<file path="config.mk">
export PLATFORM = sky130hd
export DESIGN_NAME = maindec_mc
export DESIGN_NICKNAME = d
export VERILOG_FILES = /design/src/rtl/maindec_mc.sv
export SDC_FILE = /design/constraint.sdc
export NUM_CORES = 1
export LEC_CHECK = 0
export BUFFER_PORTS_ARGS = -buffer_cell sky130_fd_sc_hd__buf_2
export CORE_MARGIN = 2
export CORE_UTILIZATION = 45
export CTS_BUF_LIST = sky130_fd_sc_hd__clkbuf_4 sky130_fd_sc_hd__clkbuf_8 sky130_fd_sc_hd__clkbuf_16
export DETAILED_ROUTE_END_ITERATION = 10
export GPL_TIMING_DRIVEN = 0
export PLACE_DENSITY = 0.75
export SLEW_MARGIN = 20
export SYNTH_ARGS = -nofsm -noshare
export SYNTH_HDL_FRONTEND = slang
export SYNTH_SLANG_ARGS = --single-unit
</file>
<file path="constraint.sdc">
create_clock -name clk -period 1.57 [get_ports clk]
set_clock_uncertainty 0.15 [all_clocks]
set_input_delay 0.0785 -clock clk [delete_from_list [all_inputs] [get_ports clk]]
set_output_delay 0.0785 -clock clk [all_outputs]
set_load 0.05 [all_outputs]
</file>
<file path="src/rtl/maindec_mc.sv">
// maindec_mc: multicycle MIPS main control FSM driving datapath enables, muxes and aluop
module maindec_mc (
  input  logic       clk,
  input  logic       reset,
  input  logic [5:0] op,
  input  logic       memready,
  output logic       memwrite,
  output logic       irwrite,
  output logic       pcwrite,
  output logic       branch,
  output logic       regwrite,
  output logic       iord,
  output logic       memtoreg,
  output logic       regdst,
  output logic       alusrca,
  output logic [1:0] alusrcb,
  output logic       zeroext,
  output logic [1:0] pcsrc,
  output logic [1:0] aluop,
  output logic       illegal,
  output logic [3:0] state
);
  typedef enum logic [3:0] {
    FETCH, DECODE, MEMADR, MEMRD, MEMWB, MEMWR, EXECUTE,
    ALUWB, BRANCH, ADDIEX, IWB, JUMP, ORIEX
  } state_t;
  state_t cur, nxt;
  always_ff @(posedge clk or negedge reset)
    if (!reset) cur <= FETCH;
    else cur <= nxt;
  assign state = cur;
  always_comb begin
    nxt = FETCH;
    case (cur)
      FETCH:   nxt = memready ? DECODE : FETCH;
      DECODE:
        case (op)
          6'b100011, 6'b101011: nxt = MEMADR;
          6'b000000:            nxt = EXECUTE;
          6'b000100:            nxt = BRANCH;
          6'b001000:            nxt = ADDIEX;
          6'b001101:            nxt = ORIEX;
          6'b000010:            nxt = JUMP;
          default:              nxt = FETCH;
        endcase
      MEMADR:  nxt = op == 6'b101011 ? MEMWR : MEMRD;
      MEMRD:   nxt = memready ? MEMWB : MEMRD;
      MEMWR:   nxt = memready ? FETCH : MEMWR;
      EXECUTE: nxt = ALUWB;
      ADDIEX:  nxt = IWB;
      ORIEX:   nxt = IWB;
      default: nxt = FETCH;
    endcase
  end
  always_comb begin
    memwrite = 1'b0;
    irwrite  = 1'b0;
    pcwrite  = 1'b0;
    branch   = 1'b0;
    regwrite = 1'b0;
    iord     = 1'b0;
    memtoreg = 1'b0;
    regdst   = 1'b0;
    alusrca  = 1'b0;
    alusrcb  = 2'b00;
    zeroext  = 1'b0;
    pcsrc    = 2'b00;
    aluop    = 2'b00;
    illegal  = 1'b0;
    if (reset)
      case (cur)
        FETCH: begin
          alusrcb = 2'b01;
          irwrite = memready;
          pcwrite = memready;
        end
        DECODE: begin
          alusrcb = 2'b11;
          illegal = !(op inside {6'b100011, 6'b101011, 6'b000000, 6'b000100,
                                 6'b001000, 6'b001101, 6'b000010});
        end
        MEMADR: begin
          alusrca = 1'b1;
          alusrcb = 2'b10;
        end
        MEMRD: iord = 1'b1;
        MEMWR: begin
          iord     = 1'b1;
          memwrite = 1'b1;
        end
        MEMWB: begin
          memtoreg = 1'b1;
          regwrite = 1'b1;
        end
        EXECUTE: begin
          alusrca = 1'b1;
          aluop   = 2'b10;
        end
        ALUWB: begin
          regdst   = 1'b1;
          regwrite = 1'b1;
        end
        BRANCH: begin
          alusrca = 1'b1;
          aluop   = 2'b01;
          pcsrc   = 2'b01;
          branch  = 1'b1;
        end
        ADDIEX: begin
          alusrca = 1'b1;
          alusrcb = 2'b10;
        end
        ORIEX: begin
          alusrca = 1'b1;
          alusrcb = 2'b10;
          zeroext = 1'b1;
          aluop   = 2'b11;
        end
        IWB: regwrite = 1'b1;
        JUMP: begin
          pcsrc   = 2'b10;
          pcwrite = 1'b1;
        end
        default: ;
      endcase
  end
endmodule

</file>
==> results_dict.tcl, run 1 <==
set metrics [dict create \
    cts_sinks 4 \
    ys.flop_type "dfrtp_1" \
    ys_top_cells_by_count "nor2_1 (11), nand2_1 (9), nor2b_1 (8)" \
    synth_top_area_frac 0.1597 \
    h-tree-depth 1 \
    port_buffers 28 \
    cts_setup_buffers 20 \
    die_y_um 41.32 \
    place_area_um2 907.1 \
    ctsResizeCount 66 \
    num_io_pins 30 \
    async_reset_ff_frac 1.000 \
    hold_buffers 1 \
    yosysSeqAreaShare 0.1597 \
    tool.error "[ERROR DPL-0033] detailed placement checks failed during check placement." \
    numCtsBuffers 3 \
    synth.distinct_cells 38 \
    synth_area_leaders "dfrtp_1 (16%), nor2b_1 (8.0%), nor2_1 (6.6%)" \
    synth-seq-cells 4 \
    clockBufferDepth 2 \
    gp_congestion 0.8459 \
    root_buffer "clkbuf_4" \
    synth_warnings 0 \
    synth_most_common_cell "nor2_1" \
    synth_edf_count 0 \
    syn_inst 91 \
    rows 13 \
    start_util 0.4817 \
    haltStage "clock tree synthesis" \
    synth_area_um2 626.9 \
    outcome "stopped before the end" \
    hpwl_um 1360 \
    synth_largest_area_cell "dfrtp_1" \
    syn_nets 100 \
    die_w_um 41.32 \
    synth.avg_cell_area_um2 6.888 \
]
stage by stage:
step	instances	hold slack (ns)	util	worst slack, ns	TNS, ns
global placement	134	-0.2613	0.6971	-0.3002	-0.4878
floorplan	91	-0.3671	-	-0.3082	-0.7593
detailed placement	134	-0.2585	0.6971	-0.3123	-0.5633
cell families after synthesis:
kind of cell              Yosys count  synth area share
and+or+nand+nor                    53            0.4511
muxes                               2           0.03393
buffers and inverters               8           0.08182
DFF                                 4            0.1597
xor gates and xnor gates            4           0.05590
AOI/OAI and AO/OA                  20            0.2176
==> run 2, diff against run 1 <==
==> config.mk (replaced) <==
export PLATFORM = sky130hd
export DESIGN_NAME = maindec_mc
export DESIGN_NICKNAME = d
export VERILOG_FILES = /design/src/rtl/maindec_mc.sv
export SDC_FILE = /design/constraint.sdc
export NUM_CORES = 1
export LEC_CHECK = 0
export BUFFER_PORTS_ARGS = -buffer_cell sky130_fd_sc_hd__buf_2
export CORE_AREA = 2 2 63 65
export DETAILED_ROUTE_END_ITERATION = 10
export DIE_AREA = 0 0 65 67
export GPL_TIMING_DRIVEN = 0
export PLACE_DENSITY_LB_ADDON = 0.15
export SLEW_MARGIN = 20
export SYNTH_ARGS = -nofsm -noshare
export SYNTH_HDL_FRONTEND = slang
export SYNTH_SLANG_ARGS = --single-unit
==> results_dict.tcl, run 2 <==
set metrics [dict create \
    port_buffers 28 \
    setup_viol 15 \
    max_stage_delay_ns 0.43 \
    violations "setup timing" \
    gp_congestion 0.7879 \
    num_io_pins 30 \
    fin_nets 156 \
    hpwl_um 1647 \
    core_mm2 0.003606 \
    grt_pass1_wl_um 4202 \
    power.leakage_nw 0.6136 \
    dp.cells 167 \
    synth_area_leaders "dfrtp_1 (16%), nor2b_1 (8.0%), nor2_1 (6.6%)" \
    grt_pass1_vias 935 \
    track_usage 0.1229 \
    cts_sinks 4 \
    grt_overflow 0 \
    syn_inst 91 \
    num_vias 895 \
    startpoint_type "flop" \
    p_clk_frac 0.111 \
    fillers 364 \
    antenna_found_initial 0 \
    syn2layout_area_growth_pct 127.1 \
    clkTransAtPathRegs_ns 0.03 \
    power.density_mw_per_mm2 1354 \
    finalNonFillerCells 193 \
    ys.flop_type "dfrtp_1" \
    path_max_fanout 6 \
    async_reset_ff_frac 1.000 \
    final_core_util 0.3949 \
    cpMaxStageDelayCell "dfrtp_2" \
    vdd_ir_drop_max_v 0.0005144 \
    n_antenna_cell 0 \
    place_area_um2 948.4 \
    slew_headroom 0.8135 \
    p_comb_frac 0.777 \
    drive_above_1_share 0.7034 \
    mostFrequentLayoutCells "buf_4 (20), buf_6 (16), buf_2 (13), buf_8 (9), nor2_4 (9)" \
    yosysSeqAreaShare 0.1597 \
    synth_edf_count 0 \
    p_seq_frac 0.112 \
    switching_share 0.4871 \
    postRouteAntennaNets 0 \
    final_common_cell "buf_4" \
    crit_chain "buf_8 > and2b_2 > a21oi_2 > nor2_2 > o21a_4 > buf_8" \
    final_hold_viol_count 0 \
    finalWorstSetupSlack_ns -0.1874 \
    regArea_um2 105.1 \
    die_y_um 67 \
    crit_top_cell "buf_8" \
    outcome "finished with violations" \
    hold_slack_ns 0.08830 \
    rows 22 \
    p_sw_w 0.0009391 \
    start_util 0.1738 \
    synth.avg_cell_area_um2 6.888 \
    reg2reg_slack_ns -0.07 \
    synth-seq-cells 4 \
    root_buffer "clkbuf_8" \
    power.total_w 0.001928 \
    first_pass_iters 4 \
    multi_input_area_um2 676.9 \
    synth_area_um2 626.9 \
    syn_nets 100 \
    fin_crit_sh 1.119 \
    fmax_mhz 569.0 \
    die_area_mm2 0.004355 \
    grt_max_degree 11 \
    slew_viol_final 0 \
    synth_most_common_cell "nor2_1" \
    clock_latency_ns 0.22 \
    worst_hold_path_type "input pin to async pin" \
    synth.distinct_cells 38 \
    viasPerCell 4.637 \
    largest_reg_flops 4 \
    synth_largest_area_cell "dfrtp_1" \
    worst-setup-path-type "flop to output port" \
    ys_top_cells_by_count "nor2_1 (11), nand2_1 (9), nor2b_1 (8)" \
    cap_viol_max_count 0 \
    synth_warnings 0 \
    worstMarginPinSlew_ns 0.2720 \
    crit_path_end_kind "output port" \
    p_int_w 0.0009890 \
    wl_per_cell_um 12.53 \
    numCtsBuffers 3 \
    required_ns 1.34 \
    clockBufferDepth 2 \
    synth_top_area_frac 0.1597 \
    die_w_um 65 \
    final_area_mm2 0.001424 \
    tritoncts "done" \
    h-tree-depth 1 \
    drtIter0Drc 29 \
    arrival_ns 1.53 \
    drc 0 \
    min_period_ns 1.757 \
    rsz0062_at_grt "yes" \
    wl_um 2418 \
]
-- run 2: cells by family (layout without fill, tap and decap cells) --
group / count (synthesis) / after routing / share of synthesized area
and+or+nand+nor: 53 / 53 / 0.4511
buffers and inverters: 8 / 62 / 0.08182
muxes: 2 / 2 / 0.03393
AOI/OAI and AO/OA: 20 / 20 / 0.2176
xor gates and xnor gates: 4 / 4 / 0.05590
DFF: 4 / 4 / 0.1597
-- run 2: final cells by class --
cell class / instances / area share
multi-input cells: 79 / 0.4754
well taps: 48 / 0.04218
flip-flops and latches: 4 / 0.07381
repair buffers: 52 / 0.3313
clock buffers: 3 / 0.02900
plain buffers: 7 / 0.04833
-- run 2: timing repair --
action,in CTS,in global routing
setup buffers,19,4
hold endpoints to repair,4,0
hold buffers,1,0
endpoints found under the setup margin,16,20
resized for setup,64,15
pin swaps,11,10
gates cloned,0,0
-- run 2: metal layers --
layer	vias to the layer above	GRT usage	routed length, µm
met3	6	0.02365	108
met5	-	0	0
met4	0	0.05319	58
li1	439	-	-
met1	419	0.1524	1088
met2	31	0.2062	1163
-- run 2: critical path, delay by kind of cell, from the launching register on --
kind / cells / cell delay [ns]
compound gates: 2 / 0.34
simple gates: 2 / 0.25
buf+inv: 2 / 0.28
flops: 1 / 0.43
-- run 2: power by group through the flow --
stage          registers (W)  clock network [W]  logic, W
6_report            0.000216           0.000214   0.00150
5_1_grt             0.000223           0.000229   0.00160
4_1_cts             0.000212           0.000217   0.00140
3_5_place_dp        0.000196                  0  0.000988
3_3_place_gp        0.000198                  0  0.000987
2_1_floorplan       0.000281                  0  0.000702
-- run 2: stage by stage --
| stage | setup slack, ns | setup TNS [ns] |
|---|---|---|
| detailed placement | -0.3537 | -0.6906 |
| global route | -0.2360 | -2.064 |
| global placement | -0.3678 | -0.7264 |
| finish | -0.1874 | -1.058 |
| floorplan | -0.3082 | -0.7593 |
| CTS | -0.1668 | -1.047 |
-- run 2: worst paths after layout --
path	startpoint	endpoint	cells after the start
worst max-delay path	state[2]	alusrcb[1]	6
worst max register to register	state[2]	state[3]	4
min in group clk	op[4]	state[3]	3
worst min-delay path	reset	state[3]	2
max in group asynchronous	reset	state[1]	2
worst min register to register	state[1]	state[2]	2
Note: power is estimated with default switching activity, not from simulation.
==> run 3, diff against run 2 <==
--- a/config.mk
+++ b/config.mk
@@ -5,7 +5,7 @@
 export SDC_FILE = /design/constraint.sdc
 export NUM_CORES = 1
 export LEC_CHECK = 0
-export BUFFER_PORTS_ARGS = -buffer_cell sky130_fd_sc_hd__buf_2
+export BUFFER_PORTS_ARGS = -buffer_cell sky130_fd_sc_hd__buf_4
 export CORE_AREA = 2 2 63 65
 export DETAILED_ROUTE_END_ITERATION = 10
 export DIE_AREA = 0 0 65 67
==> constraint.sdc (replaced) <==
create_clock -name clk -period 1.5 [get_ports clk]
set_clock_uncertainty 0.15 [all_clocks]
set_input_delay 0.075 -clock clk [delete_from_list [all_inputs] [get_ports clk]]
set_output_delay 0.075 -clock clk [all_outputs]
set_load 0.05 [all_outputs]
==> results_dict.tcl, run 3 (same netlist as run 2, synthesis figures left out) <==
set metrics [dict create \
    cp-startpoint "state[2]" \
    fin_tns_setup_ns -2.105 \
    rsz0062_at_grt "yes" \
    mostFrequentLayoutCells "buf_4 (28), buf_6 (17), buf_8 (11), nor2_4 (9)" \
    drive_above_1_share 0.7450 \
    r2r-start "state[2]" \
    n_antenna_cell 0 \
    fin_crit_sh 1.150 \
    fmax_mhz 579.6 \
    final_core_util 0.4455 \
    grt_max_degree 11 \
    slew_headroom 0.7353 \
    setup_viol 18 \
    grt_pass1_vias 912 \
    viasPerCell 4.624 \
    vdd_ir_drop_max_v 0.0005235 \
    largest_reg_flops 4 \
    reg2reg_slack_ns -0.12 \
    wl_um 2700 \
    outcome "finished with violations" \
    crit_top_cell "buf_8" \
    path_max_fanout 5 \
    r2r_end "state[3]" \
    start_util 0.1738 \
    fillers 350 \
    fin_nets 160 \
    worst_hold_path_type "input pin to flop" \
    die_y_um 67 \
    wl_per_cell_um 13.71 \
    max_stage_delay_ns 0.42 \
    final_area_mm2 0.001607 \
    final_hold_viol_count 0 \
    tritoncts "done" \
    rows 22 \
    postRouteAntennaNets 0 \
    power.leakage_nw 0.6787 \
    clockBufferDepth 2 \
    grt_overflow 0 \
    arrival_ns 1.50 \
    min_period_ns 1.725 \
    startpoint_type "flop" \
    antenna_found_initial 0 \
    cts_sinks 4 \
    num_io_pins 30 \
    clock_latency_ns 0.22 \
    reg2regPathDepth 5 \
    cap_viol_max_count 0 \
    die_w_um 65 \
    numCtsBuffers 3 \
    root_buffer "clkbuf_8" \
    gp_congestion 0.8597 \
    drtIter0Drc 15 \
    die_area_mm2 0.004355 \
    cp_num_buf_inv 2 \
    core_mm2 0.003606 \
    first_pass_iters 4 \
    violations "setup timing" \
    path_depth 6 \
    cpMaxStageDelayCell "dfrtp_2" \
    crit_family "flip-flops" \
    h-tree-depth 1 \
    syn2layout_area_growth_pct 156.3 \
    worstMarginPinSlew_ns 0.3861 \
    num_vias 911 \
    crit_chain "buf_8 > and2b_2 > a21oi_2 > nor2_1 > o21a_4 > buf_8" \
    drc 0 \
    clkTransAtPathRegs_ns 0.03 \
    slew_viol_final 0 \
    finalWorstSetupSlack_ns -0.2253 \
    worst-setup-path-type "flop to output port" \
    grt_pass1_wl_um 4140 \
    port_buffers 28 \
    crit_end "alusrcb[1]" \
    power.density_mw_per_mm2 1456 \
    hpwl_um 1653 \
    track_usage 0.1214 \
    crit_path_end_kind "output port" \
    required_ns 1.27 \
    final_common_cell "buf_4" \
    place_area_mm2 0.001026 \
]
-- run 3: changes by cell type in the layout (fill, tap and decap cells not counted), moves of 2 or more --
cell and delta:
buf_2 -11, buf_4 +8, buf_12 +3, buf_8 +2
o21ai_2 +2
-- run 3: repair_timing --
item	4_1_cts	5_1_grt
setup endpoints to repair	19	20
gates resized for setup	56	25
gates cloned	0	1
pin swaps	8	9
endpoints found under the hold margin	4	0
buffers inserted	16	10
hold buffers	1	0
-- run 3: final cells by class --
type | instances | area, µm² | area share
Buffer | 7 | 85.08 | 0.05296
Tap cell | 48 | 60.06 | 0.03738
Multi-Input combinational cell | 79 | 728.2 | 0.4533
Clock buffer | 3 | 41.29 | 0.02570
Sequential cell | 4 | 105.1 | 0.06542
Timing Repair Buffer | 56 | 586.8 | 0.3653
-- run 3: tightest hold or removal path, stage by stage --
cell and delay [ns]:
buf_4 0.11, or4_4 0.13, o22ai_4 0.06
-- run 3: through the flow --
step | total power [W] | hold WS (ns) | std cells | setup WS [ns]
floorplan | 0.001038 | -0.3706 | 91 | -0.3747
global placement | 0.001310 | -0.2759 | 167 | -0.3651
detailed placement | 0.001308 | -0.2739 | 167 | -0.3637
CTS | 0.002029 | 0.03812 | 187 | -0.2141
global route | 0.002455 | 0.04888 | 197 | -0.2673
finish | 0.002339 | 0.05198 | 197 | -0.2253
-- run 3: routing by layer --
layer  wire length, µm  global-route usage
met2              1396              0.2216
met1              1187              0.1442
met5                 0                   0
met3               116             0.02196
met4                 0             0.03457
-- run 3: worst min-delay path by stage --
| stage | start | endpoint | slack, ns | cells after the start |
|---|---|---|---|---|
| after floorplan | reset | state[0] | -0.37 | 0 |
| after global placement | reset | state[1] | -0.28 | 1 |
| after detailed placement | reset | state[2] | -0.27 | 1 |
| after CTS | op[4] | state[3] | 0.04 | 3 |
| after global routing | op[4] | state[3] | 0.05 | 3 |
| final | op[4] | state[3] | 0.05 | 3 |
-- run 3: power breakdown --
group / leakage, nW / internal (W) / switching [W]
Sequential: 0.0472 / 0.000145 / 0.0000806
Clock: 0.0216 / 0.000171 / 0.0000546
Combinational: 0.610 / 0.000939 / 0.000948
Total: 0.679 / 0.00125 / 0.00108
